### config.mk
export PLATFORM = sky130hd
export DESIGN_NAME = spi_slave_rx
export DESIGN_NICKNAME = d
export VERILOG_FILES = /design/src/rtl/spi_pkg.sv /design/src/rtl/spi_sync.sv /design/src/rtl/spi_slave_rx.sv
export SDC_FILE = /design/constraint.sdc
export NUM_CORES = 1
export LEC_CHECK = 0
export ABC_CLOCK_PERIOD_IN_PS = 2500
export CELL_PAD_IN_SITES_DETAIL_PLACEMENT = 1
export CELL_PAD_IN_SITES_GLOBAL_PLACEMENT = 2
export CORE_MARGIN = 2
export CORE_UTILIZATION = 37
export CTS_CLUSTER_DIAMETER = 150
export DETAILED_ROUTE_END_ITERATION = 6
export GPL_TIMING_DRIVEN = 0
export PLACE_DENSITY = 0.75
export SYNTH_ARGS = -nofsm -noshare
export SYNTH_HDL_FRONTEND = slang
export SYNTH_SLANG_ARGS = --single-unit
### constraint.sdc
create_clock -name clk -period 2.5 [get_ports clk]
set_clock_uncertainty 0.1 [all_clocks]
set_input_delay 0.25 -clock clk [delete_from_list [all_inputs] [get_ports clk]]
set_output_delay 0.25 -clock clk [all_outputs]
set_load 0.02 [all_outputs]
### src/rtl/spi_pkg.sv
// Shared types and constants for the SPI master/slave pair.
// The master's state enum lives here so both ends draw from one package.
package spi_pkg;

    localparam int SPI_DATA_W    = 8;
    localparam int SPI_SCLK_HALF = 4;

    typedef enum logic [2:0] {
        IDLE,
        SKIP,
        SHIFT,
        DONE,
        WAIT_CS
    } rx_state_t;

    typedef enum logic [1:0] {
        M_IDLE,
        M_START,
        M_DATA,
        M_STOP
    } master_state_t;

endpackage

### src/rtl/spi_sync.sv
// N-stage flip-flop synchronizer for one asynchronous SPI line.
// The reset value is a parameter so an idle line (e.g. cs high) looks idle out of reset.
module spi_sync
    import spi_pkg::*;
#(
    parameter int   STAGES  = 2,
    parameter logic RST_VAL = 1'b0
) (
    input  logic clk,
    input  logic rst,
    input  logic d_i,
    output logic q_o
);

    logic [STAGES-1:0] sync_q;

    always_ff @(posedge clk or negedge rst) begin
        if (!rst) begin
            sync_q <= {STAGES{RST_VAL}};
        end else begin
            sync_q <= {sync_q[STAGES-2:0], d_i};
        end
    end

    assign q_o = sync_q[STAGES-1];

endmodule

### src/rtl/spi_slave_rx.sv
// Receive side of the SPI link: synchronizes sclk/cs/mosi, drops the master's
// lead-in pulse, shifts in one frame MSB-first and presents it on a valid/ready port.
module spi_slave_rx
    import spi_pkg::*;
#(
    parameter int DATA_W      = SPI_DATA_W,
    parameter int LEAD_EDGES  = 1,
    parameter int SYNC_STAGES = 2
) (
    input  logic              clk,
    input  logic              rst,
    input  logic              sclk,
    input  logic              cs,
    input  logic              mosi,
    output logic [DATA_W-1:0] dout,
    output logic              dout_valid,
    input  logic              dout_ready,
    output logic              busy,
    output logic              frame_err,
    output logic              overrun
);

    localparam int BW = (DATA_W > 1) ? $clog2(DATA_W) : 1;
    localparam int LW = (LEAD_EDGES > 0) ? $clog2(LEAD_EDGES + 1) : 1;
    localparam logic [BW-1:0] LAST_BIT  = BW'(DATA_W - 1);
    localparam logic [LW-1:0] LAST_LEAD = LW'((LEAD_EDGES > 0) ? LEAD_EDGES - 1 : 0);
    localparam rx_state_t     FIRST_ST  = (LEAD_EDGES == 0) ? SHIFT : SKIP;

    logic sclk_s, cs_s, mosi_s;
    logic sck_rise_d;

    rx_state_t         state_q;
    logic [LW-1:0]     lead_cnt_q;
    logic [BW-1:0]     bit_cnt_q;
    logic [DATA_W-1:0] shreg_q;
    logic [DATA_W-1:0] dout_q;
    logic              dout_valid_q;
    logic              busy_q;
    logic              frame_err_q;
    logic              overrun_q;
    logic              sclk_prev_q;

    spi_sync #(.STAGES(SYNC_STAGES), .RST_VAL(1'b0)) u_sync_sclk (
        .clk(clk), .rst(rst), .d_i(sclk), .q_o(sclk_s)
    );
    spi_sync #(.STAGES(SYNC_STAGES), .RST_VAL(1'b1)) u_sync_cs (
        .clk(clk), .rst(rst), .d_i(cs), .q_o(cs_s)
    );
    spi_sync #(.STAGES(SYNC_STAGES), .RST_VAL(1'b0)) u_sync_mosi (
        .clk(clk), .rst(rst), .d_i(mosi), .q_o(mosi_s)
    );

    assign sck_rise_d = sclk_s & ~sclk_prev_q;

    // cs rising in SKIP/SHIFT is an abort; in DONE/WAIT_CS it is the normal frame end.
    always_ff @(posedge clk or negedge rst) begin
        if (!rst) begin
            state_q      <= IDLE;
            lead_cnt_q   <= '0;
            bit_cnt_q    <= '0;
            shreg_q      <= '0;
            dout_q       <= '0;
            dout_valid_q <= 1'b0;
            busy_q       <= 1'b0;
            frame_err_q  <= 1'b0;
            overrun_q    <= 1'b0;
            sclk_prev_q  <= 1'b0;
        end else begin
            sclk_prev_q <= sclk_s;
            frame_err_q <= 1'b0;
            overrun_q   <= 1'b0;
            if (dout_valid_q && dout_ready) begin
                dout_valid_q <= 1'b0;
            end
            case (state_q)
                IDLE: begin
                    if (!cs_s) begin
                        state_q    <= FIRST_ST;
                        lead_cnt_q <= '0;
                        bit_cnt_q  <= '0;
                        busy_q     <= 1'b1;
                    end
                end
                SKIP: begin
                    if (cs_s) begin
                        state_q     <= IDLE;
                        busy_q      <= 1'b0;
                        frame_err_q <= 1'b1;
                        shreg_q     <= '0;
                    end else if (sck_rise_d) begin
                        lead_cnt_q <= lead_cnt_q + LW'(1);
                        if (lead_cnt_q == LAST_LEAD) begin
                            state_q <= SHIFT;
                        end
                    end
                end
                SHIFT: begin
                    if (cs_s) begin
                        state_q     <= IDLE;
                        busy_q      <= 1'b0;
                        frame_err_q <= 1'b1;
                        shreg_q     <= '0;
                    end else if (sck_rise_d) begin
                        shreg_q   <= {shreg_q[DATA_W-2:0], mosi_s};
                        bit_cnt_q <= bit_cnt_q + BW'(1);
                        if (bit_cnt_q == LAST_BIT) begin
                            state_q <= DONE;
                        end
                    end
                end
                DONE: begin
                    if (!dout_valid_q || dout_ready) begin
                        dout_q       <= shreg_q;
                        dout_valid_q <= 1'b1;
                    end else begin
                        overrun_q <= 1'b1;
                    end
                    state_q <= WAIT_CS;
                end
                WAIT_CS: begin
                    if (cs_s) begin
                        state_q <= IDLE;
                        busy_q  <= 1'b0;
                    end
                end
                default: begin
                    state_q <= IDLE;
                    busy_q  <= 1'b0;
                end
            endcase
        end
    end

    assign dout       = dout_q;
    assign dout_valid = dout_valid_q;
    assign busy       = busy_q;
    assign frame_err  = frame_err_q;
    assign overrun    = overrun_q;

endmodule

==> Yosys cells after proc, flatten, opt, wreduce, memory -nomap -nowiden <==
Cells that the tools add are included.
{ "totals": {"output_inout_bits": 12, "inputBits": 6, "word_cells": 81, "ff_bits": 34} }
{ "op_classes": {"n_bitwise": 3, "muxes": 31, "addsub": 2, "n_reduce_logical": 15, "eq_ne": 17} }
{ "op_table": {"columns": ["operator", "count"], "rows": [
  ["3-bit two-way mux", 11],
  ["8-bit two-way mux", 3],
  ["8-bit case mux with 2 select lines", 1],
  ["3-bit case mux with 5 select lines", 1],
  ["1-bit two-way mux", 12],
  ["3-bit by 2-bit inequality test with 1-bit output, second input constant", 4],
  ["2-bit inequality test, second input constant", 5],
  ["4-bit AND reduction", 2],
  ["3-bit by 2-bit == test with 1-bit output, second input constant", 2],
  ["3-bit == test, second input constant", 2],
  ["2-bit by 1-bit inequality test with 1-bit output, second input constant", 3],
  ["3-bit case mux with 2 select lines", 1],
  ["3-bit AND reduction", 2],
  ["6-bit AND reduction", 1],
  ["2-bit nonzero test", 3],
  ["3-bit by 1-bit adder with 3-bit output, second input constant", 1],
  ["3-bit by 1-bit == test with 1-bit output, second input constant", 1],
  ["3-bit zero test", 1],
  ["1-bit case mux with 3 select lines", 1],
  ["3-bit OR reduction", 1],
  ["1-bit NOT", 2],
  ["1-bit case mux with 2 select lines", 1],
  ["2-bit AND reduction", 1],
  ["2-bit OR reduction", 1],
  ["other kinds (5)", 5]
]} }

==> Longest topological paths before layout <==
{ "depth": {"depth_word": 5, "depth_mapped": 5, "mapped_depth_nobuf": 4} }

==> Modules after synthesis <==
Synthesis repeated with hierarchy kept, for this count alone.
{ "hier_totals": {"hier_cells": 124, "area_unflattened_um2": 1476.4} }
{ "modules_own_cells": {"columns": ["module", "area_per_inst_um2", "cells_per_inst", "instances"], "rows": [
  ["spi_slave_rx", 1323.8, 118, 1],
  ["spi_sync (u_sync_mosi ...)", 50.0, 2, 2],
  ["spi_sync (u_sync_cs)", 52.6, 2, 1]
]} }

==> Worst setup path before layout <==
Ideal clock, no wire load.
{ "synth_timing": {"path_type": "flip-flop to flip-flop", "start": "register u_sync_cs.sync_q[1]", "end": "register shreg_q[1]", "path_stages_with_launch": 5, "n_path_buf": 2, "arrival_ns": 1.474, "slack_ns": 0.804, "required_time_ns": 2.278, "cell_sequence": "dfstp_2 -> buf_4 -> or4b_1 -> buf_2 -> a32o_1"} }
{ "synth_via": {"elab_chain_len": 2} }
{ "synth_rtl": {"columns": ["item", "line", "text"], "rows": [
  ["start: declaration", "spi_sync.sv:15", "logic [STAGES-1:0] sync_q;"],
  ["start signal: assignment", "spi_sync.sv:19", "sync_q <= {STAGES{RST_VAL}};"],
  ["start signal: assignment", "spi_sync.sv:21", "sync_q <= {sync_q[STAGES-2:0], d_i};"],
  ["3-bit by 2-bit inequality test with 1-bit output (no line), or another cell as far along", null, null],
  ["3-bit AND reduction (no line) or 8-bit case mux with 2 select lines (tied branches)", null, null],
  ["end signal: assignment", "spi_slave_rx.sv:104", "shreg_q <= {shreg_q[DATA_W-2:0], mosi_s};"],
  ["end: declaration", "spi_slave_rx.sv:35", "logic [DATA_W-1:0] shreg_q;"]
]} }
Parallel ways exist; a longest one is shown, timed or not.
A chain may end at the register's enable or synchronous reset.

==> Worst setup path in the final report <==
{ "layout_timing": {"start": "register u_sync_cs.sync_q[1]", "end": "register shreg_q[6]"} }
The elaborated chain is that of the path after synthesis.

==> metrics.yaml <==
status: "complete, no violations"
async_flop_share: 1.00
pwr-share-comb: 0.106
drt_iter0_drc: 26
clk_latency_ns: 0.29
vias_per_cell: 5.17
ys_top_cells_by_area: "dfrtp_1, mux2_2, a32o_1"
hold_path_depth: 0
place_congestion: 0.730
tritoncts: "yes"
clk_path_buf_depth: 2
netlist.area_leader.share: 0.577
worst_slew_pin_slew_ns: 0.744
n_fill_cell: 396
drive_above_1_share: 0.234
cts_resized: 0
clock_sinks: 34
worstSetupPathType: "reg2reg"
rsz0062_at_grt: "false"
gr-total-overflow: 0
place_hpwl_mm: 1.75
grt_first_pass_wirelength_mm: 4.76
period_needed_ns: 1.80
startpoint_type: "register"
critPathMaxFanout: 10
grt_max_degree: 35
power.share.clock: 0.412
end_kind: "register"
seq_area_sq_um: 853
synth-seq-cells: 34
peakVddDrop_mv: 0.313
chipHeight_um: 65.3
num_io_pins: 18
setup_viol: 0
leakagePower_nw: 0.795
hold_start: "u_sync_mosi.sync_q[0]"
antenna_found_initial: 0
clkSlewWorstSetupHoldPaths_ns: 0.07
ys_warn_count: 0
first_pass_iters: 4
final-hold-violation-count: 0
final_nets: 132
reg2reg_from: "u_sync_cs.sync_q[1]"
rows: 22
power_density_nw_per_um2: 713
ys_types: 29
core_sq_um: 3630
power_mw: 1.24
critPathRequiredTime_ns: 2.57
initial_core_util: 0.382
utilization: 0.478
syn_nets: 107
min_path_type: "reg2reg"
drc: 0
die-area_sq_um: 4260
setup-tns-final_ns: 0
ant_nets: 0
multiInputGateArea_sq_um: 499
pwr-share-seq: 0.483
ff2ff_path_depth: 4
maxCapViolations: 0
worstReg2RegEnd: "shreg_q[6]"
crit_arrival_ns: 1.88
min_period_over_period: 0.722
finalWirelength_mm: 2.55
wl_per_cell_um: 14.8
die_width_um: 65.3
switching_power_uw: 283
vias: 889
fmax_mhz: 554
synthesis.area_sq_um: 1390
synth-edff-count: 0
reg2reg_slack_ns: 0.70
cts_inserted_buffers: 5
ys_seq_area_frac: 0.614
cts-root-buf: "clkbuf_8"
grt_pass1_vias: 1023
track_usage: 0.152
min_to: "u_sync_mosi.sync_q[1]"
portBuffers: 17
n_antenna_cell: 0
switching_share: 0.229
yosys.area.top_type: "dfrtp_1"
syn_avg_cell_area_sq_um: 14.0
postCtsHoldBufs: 1
post_cts_buffers: 0
internal-power_uw: 955
area_growth_pct: 25.0
synthCells: 99
htreeDepth: 2
slew_violations: 0
synth_flop_cell: "dfrtp_1"
relSlewSlack: 0.504
layout make-up:
class | instances | share of cell area
Multi-Input combinational cell | 58 | 0.287
Timing Repair Buffer | 18 | 0.101
Clock buffer | 6 | 0.0476
Buffer | 6 | 0.0187
Inverter | 1 | 0.00216
Sequential cell | 34 | 0.491
Clock inverter | 1 | 0.0173
Tap cell | 48 | 0.0346
sequential cells by signal, indices dropped and copies added, names as in the netlist, 2 cells and up:
signal              count
bit_cnt_q               3
u_sync_mosi.sync_q      2
state_q                 3
u_sync_sclk.sync_q      2
shreg_q                 8
dout                    8
u_sync_cs.sync_q        2
synth_stat cells, types with 2 or more instances:
library cell and count:
dfrtp_1 32, a32o_1 8, and3b_1 3, mux2_2 11
dfstp_2 2, nand2_1 7, nor2_1 4, ha_1 2
nor2b_1 3, nor3b_1 2, nand2b_1 3, buf_2 5
through the flow:
step / instances / setup WS, ns / area, sq um / hold slack [ns]
finish: 172 / 0.696 / 1740 / 0.247
global route: 172 / 0.629 / 1740 / 0.254
CTS: 172 / 0.680 / 1740 / 0.252
detailed placement: 164 / 0.695 / 1610 / 0.236
global placement: 164 / 0.360 / 1620 / 0.236
floorplan: 99 / 0.804 / 1390 / -0.146
power groups by stage:
stage	logic, mW	clock network (mW)	registers (mW)
2_1_floorplan	0.0671	0	0.615
3_3_place_gp	0.129	0	0.605
3_5_place_dp	0.132	0	0.608
4_1_cts	0.134	0.528	0.598
5_1_grt	0.146	0.554	0.602
6_report	0.131	0.510	0.598
placed cells by master (no fill, tap or decap), types with 2 or more instances in the layout:
master and n:
dfrtp_1 32, clkdlybuf4s50_1 16, mux2_2 11, a32o_1 8
nand2_1 7, buf_2 6, clkbuf_8 6, nor2_1 4
nand2b_1 3, nor2b_1 3, and3b_1 3, nor3b_1 2
ha_1 2, dfstp_2 2
worst max-delay path, stage by stage, from the launching register on:
cell,delay (ns)
dfstp_2,0.51
buf_4,0.17
or4b_1,0.45
buf_2,0.18
a32o_1,0.27
cell families after synthesis:
group           after synthesis  share of synthesized area
flops                        34                      0.614
simple gates                 29                      0.136
compound gates               16                      0.116
mux                          11                     0.0892
buf+inv                       7                     0.0261
fa+ha+maj                     2                     0.0180
layer usage:
metal	vias to the layer above	wire length, um	track usage
li1	416	-	-
met1	451	1140	0.183
met2	16	1260	0.245
met3	6	91	0.0514
met4	0	53	0.0703
met5	-	0	0
how the worst max path moves through the flow:
stage	from	endpoint	slack, ns	cells after the start
6_report	u_sync_cs.sync_q[1]	shreg_q[6]	0.70	4
5_1_grt	u_sync_cs.sync_q[1]	shreg_q[2]	0.63	4
4_1_cts	u_sync_cs.sync_q[1]	shreg_q[1]	0.68	4
3_5_place_dp	u_sync_cs.sync_q[1]	shreg_q[6]	0.69	4
3_3_place_gp	rst	dout[6]	0.36	1
2_1_floorplan	u_sync_cs.sync_q[1]	shreg_q[1]	0.80	4
Power figures use the tool's default switching activity.
